`config.mk`:
```
export PLATFORM = sky130hd
export DESIGN_NAME = data_path_gen
export DESIGN_NICKNAME = d
export VERILOG_FILES = /design/src/rtl/data_path_gen.sv
export SDC_FILE = /design/constraint.sdc
export NUM_CORES = 1
export LEC_CHECK = 0
export ABC_AREA = 1
export CORE_MARGIN = 2
export CORE_UTILIZATION = 62
export DETAILED_ROUTE_END_ITERATION = 16
export PLACE_DENSITY = 0.95
export SYNTH_ARGS = -nofsm -noshare
export SYNTH_HDL_FRONTEND = slang
export SYNTH_SLANG_ARGS = --single-unit
export TNS_END_PERCENT = 30
```
`constraint.sdc`:
```
create_clock -name clk -period 6 [get_ports clk]
set_clock_uncertainty 0.2 [all_clocks]
set_input_delay 1.2 -clock clk [delete_from_list [all_inputs] [get_ports clk]]
set_output_delay 1.2 -clock clk [all_outputs]
set_load 0.01 [all_outputs]
```
`src/rtl/data_path_gen.sv`:
```
// Parametrised CPU data path: register file, flag-generating ALU, IR/CCR/PC/MAR/MDR,
// and a ready/valid memory handshake that stalls all register loads and aborts on timeout.
module data_path_gen #(
   parameter int DATA_W  = 8,
   parameter int ADDR_W  = 8,
   parameter int NREGS   = 4,
   parameter int TIMEOUT = 15,
   localparam int SEL_W  = $clog2(NREGS)
) (
   input  logic              clk,
   input  logic              reset,
   input  logic              ir_load,
   input  logic              ccr_load,
   input  logic              mar_load,
   input  logic              pc_load,
   input  logic              pc_inc,
   input  logic              reg_load,
   input  logic [SEL_W-1:0]  w_sel,
   input  logic [SEL_W-1:0]  a_sel,
   input  logic [SEL_W-1:0]  b_sel,
   input  logic [2:0]        alu_sel,
   input  logic [1:0]        from_sel,
   input  logic [1:0]        to_sel,
   input  logic              mem_rd_req,
   input  logic              mem_wr_req,
   input  logic              mem_ready,
   input  logic [DATA_W-1:0] mem_rdata,
   output logic              mem_valid,
   output logic              mem_we,
   output logic [ADDR_W-1:0] address,
   output logic [DATA_W-1:0] to_memory,
   output logic [DATA_W-1:0] IR,
   output logic [3:0]        CCR,
   output logic              busy,
   output logic              mem_done,
   output logic              mem_err
);

   localparam int CNT_W = $clog2(TIMEOUT + 1);

   // Handshake: mem_valid stays high from the cycle after an accepted request until
   // the edge at which mem_ready is sampled high (or the wait budget runs out).
   typedef enum logic [1:0] {S_IDLE, S_READ, S_WRITE} state_t;

   state_t              r_state, w_state_next;
   logic [DATA_W-1:0]   r_regs [NREGS];
   logic [DATA_W-1:0]   r_ir, r_mdr, r_to_memory;
   logic [ADDR_W-1:0]   r_pc, r_mar;
   logic [3:0]          r_ccr;
   logic [CNT_W-1:0]    r_cnt;
   logic                r_done, r_err;

   logic [DATA_W-1:0]   w_a, w_b, w_op_b, w_one, w_res;
   logic [DATA_W:0]     w_sum, w_diff;
   logic                w_n, w_z, w_v, w_c;
   logic [DATA_W-1:0]   w_pc_data, w_to_bus, w_from_bus;
   logic [ADDR_W-1:0]   w_bus_addr;
   logic [CNT_W-1:0]    w_cnt_next;
   logic                w_busy, w_start, w_finish, w_abort;

   generate
      if (DATA_W >= ADDR_W) begin : g_wide_data
         assign w_pc_data  = {{(DATA_W-ADDR_W){1'b0}}, r_pc};
         assign w_bus_addr = w_from_bus[ADDR_W-1:0];
      end else begin : g_wide_addr
         assign w_pc_data  = r_pc[DATA_W-1:0];
         assign w_bus_addr = {{(ADDR_W-DATA_W){1'b0}}, w_from_bus};
      end
   endgenerate

   assign w_a    = r_regs[a_sel];
   assign w_b    = r_regs[b_sel];
   assign w_one  = {{(DATA_W-1){1'b0}}, 1'b1};
   // INC/DEC reuse the adder and subtractor with a constant-one operand.
   assign w_op_b = (alu_sel == 3'd5 || alu_sel == 3'd6) ? w_one : w_b;
   assign w_sum  = {1'b0, w_a} + {1'b0, w_op_b};
   assign w_diff = {1'b0, w_a} - {1'b0, w_op_b};

   always_comb begin
      w_res = w_a;
      w_v   = 1'b0;
      w_c   = 1'b0;
      case (alu_sel)
         3'd0, 3'd5: begin
            w_res = w_sum[DATA_W-1:0];
            w_c   = w_sum[DATA_W];
            w_v   = (w_a[DATA_W-1] == w_op_b[DATA_W-1]) && (w_res[DATA_W-1] != w_a[DATA_W-1]);
         end
         3'd1, 3'd6: begin
            w_res = w_diff[DATA_W-1:0];
            w_c   = w_diff[DATA_W];
            w_v   = (w_a[DATA_W-1] != w_op_b[DATA_W-1]) && (w_res[DATA_W-1] != w_a[DATA_W-1]);
         end
         3'd2: w_res = w_a & w_b;
         3'd3: w_res = w_a | w_b;
         3'd4: w_res = w_a ^ w_b;
         default: w_res = w_a;
      endcase
      w_n = w_res[DATA_W-1];
      w_z = (w_res == '0);
   end

   always_comb begin
      case (to_sel)
         2'd0:    w_to_bus = w_pc_data;
         2'd1:    w_to_bus = w_a;
         2'd2:    w_to_bus = w_b;
         default: w_to_bus = '0;
      endcase
      case (from_sel)
         2'd0:    w_from_bus = w_res;
         2'd1:    w_from_bus = w_to_bus;
         2'd2:    w_from_bus = r_mdr;
         default: w_from_bus = '0;
      endcase
   end

   always_ff @(posedge clk or negedge reset) begin
      if (!reset) r_state <= S_IDLE;
      else        r_state <= w_state_next;
   end

   assign w_cnt_next = r_cnt + 1'b1;

   always_comb begin
      w_state_next = r_state;
      w_start      = 1'b0;
      w_finish     = 1'b0;
      w_abort      = 1'b0;
      case (r_state)
         S_IDLE: begin
            if (mem_wr_req) begin
               w_state_next = S_WRITE;
               w_start      = 1'b1;
            end else if (mem_rd_req) begin
               w_state_next = S_READ;
               w_start      = 1'b1;
            end
         end
         S_READ, S_WRITE: begin
            if (mem_ready) begin
               w_state_next = S_IDLE;
               w_finish     = 1'b1;
            end else if (w_cnt_next == CNT_W'(TIMEOUT)) begin
               w_state_next = S_IDLE;
               w_abort      = 1'b1;
            end
         end
         default: w_state_next = S_IDLE;
      endcase
      w_busy    = (r_state != S_IDLE);
      mem_valid = w_busy;
      mem_we    = (r_state == S_WRITE);
   end

   always_ff @(posedge clk or negedge reset) begin
      if (!reset) begin
         r_mdr       <= '0;
         r_to_memory <= '0;
         r_cnt       <= '0;
         r_done      <= 1'b0;
         r_err       <= 1'b0;
      end else begin
         r_done <= w_finish;
         if (w_start) begin
            r_cnt <= '0;
            r_err <= 1'b0;
            if (mem_wr_req) r_to_memory <= w_to_bus;
         end else if (w_busy) begin
            r_cnt <= w_cnt_next;
         end
         if (w_finish && r_state == S_READ) r_mdr <= mem_rdata;
         if (w_abort) r_err <= 1'b1;
      end
   end

   // Every architectural register freezes while a memory transfer is outstanding.
   always_ff @(posedge clk or negedge reset) begin
      if (!reset) begin
         r_ir  <= '0;
         r_ccr <= '0;
         r_mar <= '0;
         r_pc  <= '0;
         for (int i = 0; i < NREGS; i++) r_regs[i] <= '0;
      end else if (!w_busy) begin
         if (ir_load)  r_ir  <= w_from_bus;
         if (ccr_load) r_ccr <= {w_n, w_z, w_v, w_c};
         if (mar_load) r_mar <= w_bus_addr;
         if (pc_load)       r_pc <= w_bus_addr;
         else if (pc_inc)   r_pc <= r_pc + 1'b1;
         if (reg_load) r_regs[w_sel] <= w_from_bus;
      end
   end

   assign address   = r_mar;
   assign to_memory = r_to_memory;
   assign IR        = r_ir;
   assign CCR       = r_ccr;
   assign busy      = w_busy;
   assign mem_done  = r_done;
   assign mem_err   = r_err;

endmodule

```
==> results of run 1 <==
[final cells by class]
| type | instances | area, um2 |
|---|---|---|
| tap | 129 | 161 |
| timing repair buffer | 69 | 676 |
| inverter | 115 | 432 |
| multi-input combinational | 622 | 3280 |
| clock inverter | 6 | 71.3 |
| sequential | 84 | 2100 |
| clock buffer | 10 | 128 |
| fill | 656 | 2390 |
[kinds of logic (layout without fill, tap and decap cells)]
| logic type | count (synthesis) | after routing | synth area share |
|---|---|---|---|
| XOR/XNOR | 8 | 8 | 0.0119 |
| multiplexers | 5 | 5 | 0.0102 |
| buffers and inverters | 132 | 200 | 0.0889 |
| AND/OR/NAND/NOR | 435 | 435 | 0.317 |
| flip-flops | 84 | 84 | 0.356 |
| adder cells (fa/ha/maj) | 41 | 41 | 0.0894 |
| AO/OA/AOI/OAI | 133 | 133 | 0.127 |
[critical path, stage by stage]
cell,delay [ns]
clkdlybuf4s50_1,0.88
inv_1,0.35
o21ai_1,0.20
and2_4,0.17
inv_1,0.05
nor2_1,0.22
inv_1,0.13
fa_1,0.45
inv_1,0.09
nand4_1,0.14
nand3_1,0.12
nand2_1,0.09
nand3_1,0.08
nand3_1,0.11
nand3_1,0.27
nand2_1,0.15
nand2_1,0.09
o21ai_0,0.10
[routing by layer]
layer  track usage  up-vias
li1              -     2809
met2         0.580      351
met4         0.175        0
met3        0.0732       94
met5             0        -
met1         0.412     2702
[state kept, by name, indices dropped and copies added, names as in the netlist]
register	count
r_regs	32
CCR	4
mem_err	1
IR	8
r_cnt	4
r_pc	8
r_state	2
address	8
r_mdr	8
mem_done	1
to_memory	8
[report_power, final]
group | switching, uW | leakage, uW | total [uW] | internal, uW
clock network | 228 | 0.0000935 | 424 | 196
logic | 944 | 0.00235 | 1560 | 613
registers | 204 | 0.00106 | 1020 | 817
total | 1380 | 0.00350 | 3000 | 1630
[final timing paths]
path / startpoint / to / slack (ns) / cells after the start
max: b_sel[0] / r_regs[14]$_DFFE_PN0P_ / 1.13 / 18
min: to_memory[4]$_DFFE_PN0P_ / to_memory[4]$_DFFE_PN0P_ / 0.29 / 2
max reg2reg: r_regs[19]$_DFFE_PN0P_ / r_regs[14]$_DFFE_PN0P_ / 2.54 / 17
min reg2reg: to_memory[4]$_DFFE_PN0P_ / to_memory[4]$_DFFE_PN0P_ / 0.29 / 2
min in group asynchronous: reset / CCR[3]$_DFFE_PN0P_ / 0.51 / 1
max in group asynchronous: reset / r_regs[18]$_DFFE_PN0P_ / 4.01 / 2
[through the flow]
step | util | cell area (um2) | hold slack [ns] | total power [uW]
5_1_grt | 0.742 | 6850 | 0.313 | 3220
2_1_floorplan | - | 5910 | 0.271 | 1970
4_1_cts | 0.742 | 6850 | 0.294 | 2960
3_3_place_gp | 0.720 | 6650 | 0.266 | 2460
3_5_place_dp | 0.720 | 6650 | 0.269 | 2520
6_report | 0.742 | 6850 | 0.290 | 3000
[placed cells by master, fill, tap and decap left out, types with 3 or more instances in the layout]
cell type,count
inv_1,108
dfrtp_1,84
o21ai_0,54
nor2_1,65
buf_4,6
xor2_1,4
and2_4,3
inv_2,7
a31oi_1,9
nor3_1,5
xnor2_1,4
o21ai_1,11
clkbuf_8,9
mux2_2,4
nand2_1,258
nand3_2,7
nand3_1,69
o21bai_1,3
and2_1,10
o211ai_1,4
nand4_1,8
ha_1,39
a21oi_1,41
nand2_2,6
clkdlybuf4s50_1,63
a21oi_2,4
==> impl_results.md, run 1 <==
* Die H at 102 um
* Total gr overflow at 0
* Setup tns final at 0 ns
* Worst setup EP type: flip-flop
* Top routing layer in use: met4
* Crit path required time at 6.03 ns
* TritonCTS clock tree: built
* Yosys warning count at 0
* Syn Nets at 911
* Final worst path period share at 0.811
* Iter 0 DRT Violations at 701
* Final Setup Violations at 0
* Clock Tree Buf Depth at 2
* GRT Total Usage at 0.343
* Synth top cells by count: 258 x nand2_1, 108 x inv_1, 84 x dfrtp_1
* Wirelength per Cell at 16.4 um
* Minimum clock period at 4.87 ns
* Syn Std Cell Area at 5910 um2
* H-tree levels at 3
* Top FF cell, synth: dfrtp_1
* Starting Density at 0.640
* Unrepaired setup endpoints after global routing: no
* Ports at 65
* Final net count at 974
* Synth top area share at 0.356
* Initial antenna violation count at 0
* Met3 wire len at 1470 um
* Vias in the first global route at 5860
* CTS Buf Count at 9
* Sequential area share after synthesis at 0.356
* CTS Hold Bufs at 0
* Placed cell count at 1019
* PD cells at 438 nW/um2
* Maximum number of pins on one net before global-route repair at 64
* DR vias/cell at 5.75
* Async SR Flop Fraction at 1.00
* Max-slew headroom at 0.443
* Final Hold Fails at 0
* Crit path arrival time at 4.90 ns
* Final Max Slew Viols at 0
* # rows at 35
* Post-CTS Setup Inserts at 0
* Least-Margin Pin Slew at 0.833 ns
* Top cells by area, synth: dfrtp_1 36%, nand2_1 16%, ha_1 8.3%
* Routed Antenna Nets at 0
* Fin cells at 1035
* Syn_area_per_cell at 7.05 um2
* Gpl congestion at 1.03
* Max Freq at 206 MHz
* Detailed Route WL at 16900 um
* First-pass GRT wire length at 27500 um
* Worst skew pair latency at 0.37 ns
* Number of flops mapped to enable cells by yosys at 0
* Critical path startpoint category: input pin
* Post-place setup slack at 0.883 ns
* Crit path kind: input pin to flip-flop
* CTS Root Cell: clkbuf_8
* Share of cells above drive strength 1 at 0.0651
* Run status: finished, final reports clean
* Vias at 5956
* Post-synthesis cell type with the largest combined area: dfrtp_1
* Port Buffers at 64
* Yosys reg bits at 84
* Unique cell type count in the Yosys netlist at 39
* Metal2 WL at 8170 um
* Max cap viols at 0
* Sink Count at 84
* Setup WS post-layout at 1.13 ns
* Metal-1 WL at 6470 um
* Residual DRC at 0
* Antenna Cells at 0
* HPWL Detailed at 12200 um
* Clk pin slew, worst setup/hold paths at 0.09 ns
* Max Fanout on Critical Path at 21
* Cells after synthesis at 838
* Count leader, synth: nand2_1
* Die Area at 10300 um2
* 1st-pass router iterations at 7
* Core Area at 9240 um2
* Chip Width at 102 um
* Post-CTS sizing at 0
* Synth-to-Final Area Change at 15.9%
* HP Class: flip-flop to flip-flop
* Lkg Pwr at 0.00350 uW
* VDD IR max at 0.270 mV
No activity file was read; power rests on OpenSTA's default activity.
==> run 2: changes to the inputs <==
--- a/config.mk
+++ b/config.mk
@@ -7,9 +7,9 @@
 export LEC_CHECK = 0
 export ABC_AREA = 1
 export CORE_MARGIN = 2
-export CORE_UTILIZATION = 62
+export CORE_UTILIZATION = 58
 export DETAILED_ROUTE_END_ITERATION = 16
-export PLACE_DENSITY = 0.95
+export PLACE_DENSITY = 0.91
 export SYNTH_ARGS = -nofsm -noshare
 export SYNTH_HDL_FRONTEND = slang
 export SYNTH_SLANG_ARGS = --single-unit
==> constraint.sdc (replaced) <==
create_clock -name clk -period 5 [get_ports clk]
set_clock_uncertainty 0.2 [all_clocks]
set_input_delay 1 -clock clk [delete_from_list [all_inputs] [get_ports clk]]
set_output_delay 1 -clock clk [all_outputs]
set_load 0.01 [all_outputs]
==> impl_results.md, run 2 (synthesized netlist as in run 1, its figures left out) <==
* Most common cell after layout, fill and taps aside: nand2_1
* Post-CTS sizing at 0
* Port Buffers at 64
* Clk pin slew, worst setup/hold paths at 0.09 ns
* Gpl congestion at 0.975
* Minimum clock period at 4.30 ns
* Crit path kind: input pin to flip-flop
* Max cap viols at 0
* Worst skew pair latency at 0.37 ns
* VDD IR max at 0.336 mV
* Final Hold Fails at 0
* Max-slew headroom at 0.315
* Maximum number of pins on one net before global-route repair at 85
* Chip Width at 105 um
* Max FFs per register at 32
* Residual DRC at 0
* Antenna Cells at 0
* Reg-to-reg startpoint: r_regs[1]$_DFFE_PN0P_
* Crit path required time at 5.06 ns
* Fill cells at 818
* Vias at 5854
* DR vias/cell at 5.63
* First-pass GRT wire length at 26600 um
* Final Hold Slack at 0.291 ns
* GRT Total Usage at 0.300
* Core Area at 9820 um2
* Metal2 WL at 7380 um
* Most frequent cells in the layout: 258 x nand2_1, 108 x inv_1, 84 x dfrtp_1, 69 x nand3_1, 65 x nor2_1
* Die H at 105 um
* PD cells at 521 nW/um2
* Biggest register: r_regs
* Least-Margin Pin Slew at 1.03 ns
* Sink Count at 84
* Ports at 65
* Detailed Route WL at 16000 um
* Crit path arrival time at 4.36 ns
* Hold path depth at 2
* HPWL Detailed at 12000 um
* Worst reg2reg endpoint: r_pc[2]$_DFFE_PN0P_
* Top routing layer in use: met4
* Iter 0 DRT Violations at 551
* Vias in the first global route at 5573
* Final Setup Violations at 0
* Max Freq at 232 MHz
* Starting Density at 0.602
* Clock Tree Buf Depth at 2
* HP Class: flip-flop to flip-flop
* CTS Root Cell: clkbuf_8
* Die Area at 11000 um2
* Lkg Pwr at 0.00351 uW
* Run status: finished, final reports clean
* # rows at 36
* Max Fanout on Critical Path at 12
* Initial antenna violation count at 0
* Routed Antenna Nets at 0
* R2r worst-path depth at 17
* Post-CTS Setup Inserts at 0
* Metal-1 WL at 6550 um
* CTS Buf Count at 9
* Share of cells above drive strength 1 at 0.0662
* H-tree levels at 3
* WHS Endpoint: to_memory[5]$_DFFE_PN0P_
* Total gr overflow at 0
* Synth-to-Final Area Change at 16.2%
* Final worst path period share at 0.861
* CTS Hold Bufs at 0
* 1st-pass router iterations at 7
* Reg2reg setup slack at 1.75 ns
* Unrepaired setup endpoints after global routing: no
* Met3 wire len at 1440 um
* Critical path startpoint category: input pin
* Final net count at 975
* Setup tns final at 0 ns
* Hold Crit Start: to_memory[5]$_DFFE_PN0P_
* TritonCTS clock tree: built
* Wirelength per Cell at 15.4 um
* Final Max Slew Viols at 0
* Worst setup EP type: flip-flop
[run 2: cell types whose count changed in the layout (fill, tap and decap cells not counted)]
cell | before | now
buf_4 | 6 | 7
[run 2: final cells by class]
| class | count | area, um2 | share of cell area |
|---|---|---|---|
| multi-input combinational | 622 | 3280 | 0.478 |
| sequential | 84 | 2100 | 0.306 |
| timing repair buffer | 70 | 683 | 0.0995 |
| inverter | 115 | 432 | 0.0629 |
| tap | 133 | 166 | 0.0242 |
| clock buffer | 10 | 128 | 0.0186 |
| clock inverter | 6 | 71.3 | 0.0104 |
[run 2: worst max path at each step]
stage | slack (ns) | to | start | cells past startpoint
after floorplan | 1.59 | r_regs[22]$_DFFE_PN0P_ | b_sel[0] | 19
after global placement | 0.52 | r_pc[2]$_DFFE_PN0P_ | a_sel[0] | 19
after detailed placement | 0.40 | r_pc[2]$_DFFE_PN0P_ | a_sel[0] | 19
after CTS | 0.77 | r_pc[2]$_DFFE_PN0P_ | a_sel[0] | 19
after global routing | 0.52 | r_pc[2]$_DFFE_PN0P_ | a_sel[0] | 19
final | 0.70 | r_pc[2]$_DFFE_PN0P_ | a_sel[0] | 19
[run 2: per-stage QoR]
step	instances	util	total power, uW	instance area [um2]	setup slack (ns)
CTS	1040	0.699	3540	6860	0.770
floorplan	838	-	2370	5910	1.59
detailed placement	1024	0.679	3020	6670	0.400
finish	1040	0.699	3570	6860	0.696
global route	1040	0.699	3860	6860	0.516
global placement	1024	0.679	2960	6670	0.516
[run 2: worst max-delay path, stage by stage]
cell and delay [ns]:
clkdlybuf4s50_1 0.64, inv_2 0.28, nand2_1 0.08, nand3_1 0.07, nand2_1 0.19, inv_1 0.16
ha_1 0.19, inv_1 0.06, fa_1 0.41, xnor2_1 0.19, a21oi_1 0.08, nor2_1 0.12
nand2_1 0.11, nand2_1 0.07, o21ai_1 0.07, a21oi_2 0.40, nand2_1 0.11, nand2_1 0.08
nand2_1 0.05
[run 2: routing by layer]
layer,GRT usage,vias up
met5,0,-
met4,0.134,0
met3,0.0568,56
met2,0.483,301
met1,0.395,2692
li1,-,2805
[run 2: power breakdown]
part / switching (uW) / total, uW / internal (uW) / leakage (uW)
registers: 237 / 1220 / 980 / 0.00106
logic: 1110 / 1850 / 737 / 0.00236
clock network: 269 / 505 / 236 / 0.0000935
==> run 3: changes to the inputs <==
--- a/config.mk
+++ b/config.mk
@@ -10,6 +10,7 @@
 export CORE_UTILIZATION = 58
 export DETAILED_ROUTE_END_ITERATION = 16
 export PLACE_DENSITY = 0.91
+export SKIP_LAST_GASP = 1
 export SYNTH_ARGS = -nofsm -noshare
 export SYNTH_HDL_FRONTEND = slang
 export SYNTH_SLANG_ARGS = --single-unit
==> results of run 3 <==
Final layout, timing and power as in run 2 (identical DEF).
